File: src/rtl/secure_rx_decoder_if.sv
// Serial Hamming(7,4) receive port plus decoded result and error counters.
// The master drives the serial bits; the slave is the decoder.
interface secure_rx_decoder_if #(
  parameter int CNT_W = 8
);
  logic             data_in;
  logic             strobe_in;
  logic [3:0]       data_out;
  logic             valid_out;
  logic             corrected;
  logic [2:0]       syndrome;
  logic             frame_err;
  logic [CNT_W-1:0] corr_count;
  logic [CNT_W-1:0] ferr_count;

  modport master (
    output data_in, strobe_in,
    input  data_out, valid_out, corrected,
    input  syndrome, frame_err,
    input  corr_count, ferr_count
  );

  modport slave (
    input  data_in, strobe_in,
    output data_out, valid_out, corrected,
    output syndrome, frame_err,
    output corr_count, ferr_count
  );
endinterface

File: src/rtl/secure_rx_decoder.sv
// Serial Hamming(7,4) frame receiver with single-bit correction.
// Decodes on the 7th bit so the result is registered one clock later.
module secure_rx_decoder #(
  parameter int CNT_W = 8
) (
  input  logic                clk,
  input  logic                rst_n,
  secure_rx_decoder_if.slave  bus
);
  typedef enum logic [1:0] {
    IDLE,
    SHIFT,
    DECODE
  } state_e;

  localparam logic [CNT_W-1:0] CMAX = '1;
  localparam logic [CNT_W-1:0] ONE  = CNT_W'(1);

  state_e           state_q, state_d;
  logic [6:0]       sr_q, sr_d;
  logic [2:0]       cnt_q, cnt_d;
  logic [3:0]       dout_q, dout_d;
  logic [2:0]       syn_q, syn_d;
  logic             vld_q, vld_d;
  logic             corr_q, corr_d;
  logic             ferr_q, ferr_d;
  logic [CNT_W-1:0] ccnt_q, ccnt_d;
  logic [CNT_W-1:0] fcnt_q, fcnt_d;

  logic [6:0] frame;
  logic [6:0] flip;
  logic [6:0] fixed;
  logic [2:0] syn;

  // Syndrome and correction of the word completed by this cycle's bit
  always_comb begin
    frame  = {sr_q[5:0], bus.data_in};
    syn[0] = frame[6] ^ frame[4] ^ frame[2] ^ frame[0];
    syn[1] = frame[5] ^ frame[4] ^ frame[1] ^ frame[0];
    syn[2] = frame[3] ^ frame[2] ^ frame[1] ^ frame[0];
    case (syn)
      3'd1:    flip = 7'b1000000;
      3'd2:    flip = 7'b0100000;
      3'd3:    flip = 7'b0010000;
      3'd4:    flip = 7'b0001000;
      3'd5:    flip = 7'b0000100;
      3'd6:    flip = 7'b0000010;
      3'd7:    flip = 7'b0000001;
      default: flip = 7'b0000000;
    endcase
    fixed = frame ^ flip;
  end

  // Next state, shifting, result capture and counters
  always_comb begin
    state_d = state_q;
    sr_d    = sr_q;
    cnt_d   = cnt_q;
    dout_d  = dout_q;
    syn_d   = syn_q;
    vld_d   = 1'b0;
    corr_d  = 1'b0;
    ferr_d  = 1'b0;
    ccnt_d  = ccnt_q;
    fcnt_d  = fcnt_q;
    unique case (state_q)
      IDLE, DECODE: begin
        if (bus.strobe_in) begin
          state_d = SHIFT;
          sr_d    = {6'b0, bus.data_in};
          cnt_d   = 3'd1;
        end else begin
          state_d = IDLE;
          sr_d    = '0;
          cnt_d   = '0;
        end
      end
      SHIFT: begin
        if (!bus.strobe_in) begin
          state_d = IDLE;
          sr_d    = '0;
          cnt_d   = '0;
          ferr_d  = 1'b1;
          if (fcnt_q != CMAX) fcnt_d = fcnt_q + ONE;
        end else if (cnt_q == 3'd6) begin
          state_d = DECODE;
          sr_d    = frame;
          cnt_d   = 3'd7;
          dout_d  = {fixed[4], fixed[2], fixed[1], fixed[0]};
          syn_d   = syn;
          vld_d   = 1'b1;
          corr_d  = (syn != 3'd0);
          if (corr_d && ccnt_q != CMAX) ccnt_d = ccnt_q + ONE;
        end else begin
          sr_d  = frame;
          cnt_d = cnt_q + 3'd1;
        end
      end
      default: state_d = IDLE;
    endcase
  end

  // State and output registers
  always_ff @(posedge clk or negedge rst_n) begin
    if (!rst_n) begin
      state_q <= IDLE;
      sr_q    <= '0;
      cnt_q   <= '0;
      dout_q  <= '0;
      syn_q   <= '0;
      vld_q   <= 1'b0;
      corr_q  <= 1'b0;
      ferr_q  <= 1'b0;
      ccnt_q  <= '0;
      fcnt_q  <= '0;
    end else begin
      state_q <= state_d;
      sr_q    <= sr_d;
      cnt_q   <= cnt_d;
      dout_q  <= dout_d;
      syn_q   <= syn_d;
      vld_q   <= vld_d;
      corr_q  <= corr_d;
      ferr_q  <= ferr_d;
      ccnt_q  <= ccnt_d;
      fcnt_q  <= fcnt_d;
    end
  end

  assign bus.data_out   = dout_q;
  assign bus.syndrome   = syn_q;
  assign bus.valid_out  = vld_q;
  assign bus.corrected  = corr_q;
  assign bus.frame_err  = ferr_q;
  assign bus.corr_count = ccnt_q;
  assign bus.ferr_count = fcnt_q;
endmodule
File: src/flat_wrapper.sv
// flat-port wrapper written by rule: the top's interface ports become plain ports
module secure_rx_decoder_flat 
#(
  parameter int CNT_W = 8
)
  (clk, rst_n, bus_data_in, bus_strobe_in, bus_data_out, bus_valid_out, bus_corrected, bus_syndrome, bus_frame_err, bus_corr_count, bus_ferr_count);
  secure_rx_decoder_if #(.CNT_W(CNT_W)) bus_i ();
  input  logic clk;
  input  logic rst_n;
  input wire logic [$bits(bus_i.data_in)-1:0] bus_data_in;
  input wire logic [$bits(bus_i.strobe_in)-1:0] bus_strobe_in;
  output wire logic [$bits(bus_i.data_out)-1:0] bus_data_out;
  output wire logic [$bits(bus_i.valid_out)-1:0] bus_valid_out;
  output wire logic [$bits(bus_i.corrected)-1:0] bus_corrected;
  output wire logic [$bits(bus_i.syndrome)-1:0] bus_syndrome;
  output wire logic [$bits(bus_i.frame_err)-1:0] bus_frame_err;
  output wire logic [$bits(bus_i.corr_count)-1:0] bus_corr_count;
  output wire logic [$bits(bus_i.ferr_count)-1:0] bus_ferr_count;
  assign bus_i.data_in = bus_data_in;
  assign bus_i.strobe_in = bus_strobe_in;
  assign bus_data_out = bus_i.data_out;
  assign bus_valid_out = bus_i.valid_out;
  assign bus_corrected = bus_i.corrected;
  assign bus_syndrome = bus_i.syndrome;
  assign bus_frame_err = bus_i.frame_err;
  assign bus_corr_count = bus_i.corr_count;
  assign bus_ferr_count = bus_i.ferr_count;
  secure_rx_decoder #(.CNT_W(CNT_W)) u_core (.clk(clk), .rst_n(rst_n), .bus(bus_i));
endmodule
File: config.mk
export PLATFORM = sky130hd
export DESIGN_NAME = secure_rx_decoder_flat
export DESIGN_NICKNAME = d
export VERILOG_FILES = /design/src/rtl/secure_rx_decoder_if.sv /design/src/rtl/secure_rx_decoder.sv /design/src/flat_wrapper.sv
export SDC_FILE = /design/constraint.sdc
export NUM_CORES = 1
export LEC_CHECK = 0
export ABC_AREA = 1
export BUFFER_PORTS_ARGS = -buffer_cell sky130_fd_sc_hd__buf_2
export CAP_MARGIN = 20
export CORE_UTILIZATION = 40
export DETAILED_ROUTE_END_ITERATION = 8
export PLACE_DENSITY = 0.7
export SYNTH_ARGS = -nofsm -noshare
export SYNTH_HDL_FRONTEND = slang
export SYNTH_SLANG_ARGS = --single-unit
export TNS_END_PERCENT = 10
File: constraint.sdc
create_clock -name clk -period 3.5 [get_ports clk]
set_clock_uncertainty 0.15 [all_clocks]
set_input_delay 1.05 -clock clk [delete_from_list [all_inputs] [get_ports clk]]
set_output_delay 1.05 -clock clk [all_outputs]
set_load 0.02 [all_outputs]
# Yosys cells after proc, flatten, opt, wreduce, memory -nomap -nowiden
# Index checks and enable logic that the tools add are counted.
[classes] mux=20 eq_ne=13 add_sub_neg=3 reduce_logical=8 bitwise=11
[op_table] cell="$pmux W5 S7" count=1
[op_table] cell="$add A8 B1 Y8 const B" count=2
[op_table] cell="$ne A8 B8 Y1 const B" count=2
[op_table] cell="$eq A3 B3 Y1 const B" count=5
[op_table] cell="$pmux W6 S2" count=1
[op_table] cell="$mux W1" count=11
[op_table] cell="$xor A1 B1 Y1" count=9
[op_table] cell="$eq A3 B2 Y1 const B" count=2
[op_table] cell="$mux W3" count=2
[op_table] cell="$mux W6" count=1
[op_table] cell="$pmux W3 S2" count=1
[op_table] cell="$reduce_and A3 Y1" count=2
[op_table] cell="$xor A5 B5 Y5" count=1
[op_table] cell="$mux W2" count=2
[op_table] cell="$pmux W2 S2" count=1
[op_table] cell="$reduce_and A4 Y1" count=1
[op_table] cell="$add A3 B1 Y3 const B" count=1
[op_table] cell="$eq A3 B1 Y1 const B" count=1
[op_table] cell="$ne A3 B2 Y1 const B" count=1
[op_table] cell="$reduce_bool A3 Y1" count=1
[op_table] cell="$eq A2 B1 Y1 const B" count=1
[op_table] cell="$eq A2 B2 Y1 const B" count=1
[op_table] cell="$logic_not A2 Y1" count=1
[op_table] cell="$reduce_bool A2 Y1" count=1
[op_table] cell="3 further kinds" count=3
[word_totals] wordCells=65 output_inout_bits=26 in_bits=4 regBits=37

# Logic depth before layout (Yosys ltp)
[depth] ltp_word=7 ltp_mapped=12 mapped_depth_nobuf=12

# Worst setup path after synthesis
# OpenSTA, ideal clock, no wires.
[synth_path] path_type="input-to-reg" start="in bus_data_in" end="reg u_core.ccnt_q[5] (netlist: u_core.bus.corr_count[5])" stages=10 arrival_ns=1.769 setup_slack_ns=1.463 setup_time_ns=0.118 n_path_buf=0 required_ns=3.232 path_cell_list="nand2_1 -> inv_1 -> nor2_1 -> nand2_2 -> nand2_4 -> nor2_8 -> nand2_4 -> nand3_4 -> nand2_1 -> nand2_1"
[synth_via] elab_chain_len=4 word_cells_on_any_way=6 classes_between="bitwise: 3; reduce/logical: 3"
[synth_rtl] element="start: declaration" line="flat_wrapper.sv:10" text="input wire logic [$bits(bus_i.data_in)-1:0] bus_data_in;"
[synth_rtl] element="$xor A1 B1 Y1, on equally long branches" line="secure_rx_decoder.sv:38, secure_rx_decoder.sv:39, secure_rx_decoder.sv:40"
[synth_rtl] element="$reduce_bool A3 Y1 *" line="secure_rx_decoder.sv:92" text="corr_d = (syn != 3'd0);"
[synth_rtl] element="$logic_and A1 B1 Y1 *" line="secure_rx_decoder.sv:93" text="if (corr_d && ccnt_q != CMAX) ccnt_d = ccnt_q + ONE;"
[synth_rtl] element="$reduce_and A4 Y1 (no line) *"
[synth_rtl] element="end signal: assignment" line="secure_rx_decoder.sv:125" text="ccnt_q <= ccnt_d;"
[synth_rtl] element="end: declaration" line="secure_rx_decoder.sv:27" text="logic [CNT_W-1:0] ccnt_q, ccnt_d;"
# Mark *: on every way between the ends. The rest lies on a longest branch, timed or not.
# A chain may end at the register's enable or synchronous reset.

# Worst setup path after layout
[layout_path] start="reg u_core.ccnt_q[5] (netlist: u_core.bus.corr_count[5])" end="out bus_corr_count[5]"
[layout_lines] element="end: declaration" line="flat_wrapper.sv:17" text="output wire logic [$bits(bus_i.corr_count)-1:0] bus_corr_count;"
# No word-level cell between the ends.

==> reports/results.ini <==
[outcome]
outcome=finished clean

[sta]
timing.final.hold_violations=0
worstMarginPinSlew_ns=0.7900
grt_setup_unrepaired=false
timing_max_transition_violations_final=0
setup-violations-final=0
fmax_mhz=465.7
period_share_pct=61.36
maxSlewHeadroom_pct=47.33
finalWorstPathRequiredPeriod_ns=2.147
fin_tns_setup_ns=0

[route]
drtIter0Drc=109
drc=0
detail_route.wl_per_cell_um=10.69
viasPerCell=4.651
wirelength_mm=3.550
ant_nets=0
first_pass_iters=4
route.vias.total=1544

[setup_path]
crit_path_max_incr_delay_ns=0.46
worst-endpoint-required_ns=2.30
slowest_stage=sky130_fd_sc_hd__dfrtp_1
critical_path.max_fanout=6
path_class=reg2out
critical_path_arrival_ns=0.95
critical-path-top-delay-family=flip-flops
timing.critical_path.from_type=flop
worstPathCellList=buf_2
crit_path_end_kind=output pin
path_buf_inv=1

[yosys]
postSynthCellCount=230
syn-mean-instance-area_sq_um=8.590
synth_warnings=0
post_synth_num_cell_types=27
synth_nets=238
synth.yosys.seq_area_share_pct=46.87
post_synth_instance_area_sq_mm=0.001976
ys_ff_latch=37

[grt]
vias_in_the_first_global_route=1404
global_route.overflow_total=0
largest_net_degree_at_the_start_of_global_routing=38
grt_use_total_pct=15.21
antenna_found_initial=0
grt_pass1_wl_mm=6.154

[floorplan]
core_area_sq_mm=0.004723
design.die.area_sq_mm=0.005224
width_of_the_chip_um=72.28
initial_core_util_pct=41.83
die_h_um=72.28
core.rowCount=25
ios=30

[power]
clockPowerShare_pct=37.0
p_seq_share_pct=43.7
worst_ir_drop_vdd_mv=0.3085
netSwitchingPower_uw=336.9
sw_share_pct=28.82
combPwrFrac_pct=19.3
cellInternalPower_uw=832.1
total_leakage_power_uw=0.001287
power_density_mw_per_mm2=502.6

[clock_tree]
clk_pin_slew_worst_setup_hold_paths_ns=0.07
cts-resized-gates=0
hold_buffers=0
clk_latency_ns=0.29
numCtsBuffers=5
ctsLongestPathBuffers=2
cts_tree=done
cts_max_level=2
clkSinkCount=37
cts_root_buffer=sky130_fd_sc_hd__clkbuf_8
cts_post_setup_buffers_inserted=0

[job]
cap_violations=0

[final_layout]
nNetsFinal=272
final_antenna_diode_count=0
finalCoreUtilization_pct=49.25
drive_above_1_share_pct=24.91
area_growth_from_synthesis_to_final_layout_pct=17.73
post_layout_nonfiller_instances=332

[place]
gpl.final_weighted_congestion=0.8240
io_buffers=29
placed_instances=324
hpwl_mm=2.616

[hold_path]
holdCritPathClass=reg2reg

## worst paths after layout
path                                          start                        to  slack, ns  cells after the start
hold / removal               u_core.bus.data_out[2]    u_core.bus.data_out[2]       0.33                      2
hold reg to reg              u_core.bus.data_out[2]    u_core.bus.data_out[2]       0.33                      2
min in group asynchronous                     rst_n  u_core.bus.corr_count[6]       0.69                      1
setup / recovery           u_core.bus.corr_count[5]         bus_corr_count[5]       1.35                      1
max in group asynchronous                     rst_n    u_core.bus.syndrome[0]       2.00                      1
setup reg to reg           u_core.bus.corr_count[0]  u_core.bus.corr_count[3]       1.75                      7
## power groups by stage
stage	combinational [uW]	sequential, uW	clock [uW]
floorplan	114	562	0
global placement	226	518	0
detailed placement	230	519	0
CTS	230	510	449
global route	257	518	461
finish	226	511	432
## cell usage in the layout, fill, tap and decap left out, drive strengths merged, types with 3 or more instances in the layout
| master | Yosys | final |
|---|---|---|
| o22ai | 8 | 8 |
| clkbuf | 0 | 5 |
| nand3 | 17 | 17 |
| nor2 | 20 | 20 |
| o21ai | 5 | 5 |
| xor2 | 8 | 8 |
| ha | 4 | 4 |
| dfrtp | 37 | 37 |
| nand4 | 10 | 10 |
| inv | 25 | 25 |
| xnor2 | 6 | 6 |
| nor3 | 3 | 3 |
| buf | 2 | 29 |
| nand2 | 80 | 80 |
## synthesized netlist by cell type (all sizes together)
cell type / n / area, sq um
nand2: 80 / 352.8
dfrtp: 37 / 925.9
inv: 25 / 93.84
nor2: 20 / 115.1
nand3: 17 / 97.60
nand4: 10 / 68.81
o22ai: 8 / 50.05
xor2: 8 / 70.07
xnor2: 6 / 52.55
o21ai: 5 / 25.02
ha: 4 / 50.05
nor3: 3 / 20.02
buf: 2 / 12.51
mux2: 2 / 22.52
a21oi: 1 / 5.000
a31oi: 1 / 6.260
nand3b: 1 / 7.510
## metrics by stage
stage,hold slack (ns),total power (uW),setup slack [ns],instance area (sq um)
after global routing,0.3414,1236,1.278,2326
after global placement,0.3067,743.8,1.193,2192
after detailed placement,0.3127,748.7,1.159,2192
final,0.3293,1169,1.353,2326
after floorplan,0.3558,676.2,1.463,1976
after CTS,0.3331,1189,1.330,2326
## sequential cells by signal, summed over array words and instances (netlist names)
name	cells
u_core.sr_q	6
u_core.bus.syndrome	3
u_core.bus.data_out	4
u_core.cnt_q	3
u_core.bus.ferr_count	8
u_core.bus.corr_count	8
u_core.state_q	2
u_core.bus.valid_out	1
u_core.bus.frame_err	1
u_core.bus.corrected	1
## kinds of logic after synthesis
| kind of cell | after synthesis | share of synthesized area [%] |
|---|---|---|
| muxes | 2 | 1.140 |
| AOI/OAI and AO/OA | 15 | 4.370 |
| buffers and inverters | 27 | 5.383 |
| DFF | 37 | 46.87 |
| adders and majority gates | 4 | 2.533 |
| and+or+nand+nor | 131 | 33.50 |
| xor gates and xnor gates | 14 | 6.207 |
## cell type report
cell class / instances / area [sq um]
fill: 458 / 2397
multi-input combinational: 166 / 943.4
sequential: 37 / 925.9
timing repair buffer: 29 / 145.1
inverter: 25 / 93.84
tap: 67 / 83.83
clock buffer: 5 / 68.82
clock inverter: 3 / 65.06
## routing by layer
metal  track usage [%]  part of all wire [%]  vias up
li1                  -                     -      812
met1             20.78                    50      699
met2             22.85                    45       28
met3             4.028                   3.2        5
met4             6.318                   1.2        0
met5                 0                     0        -
Power figures use the tool's default switching activity.
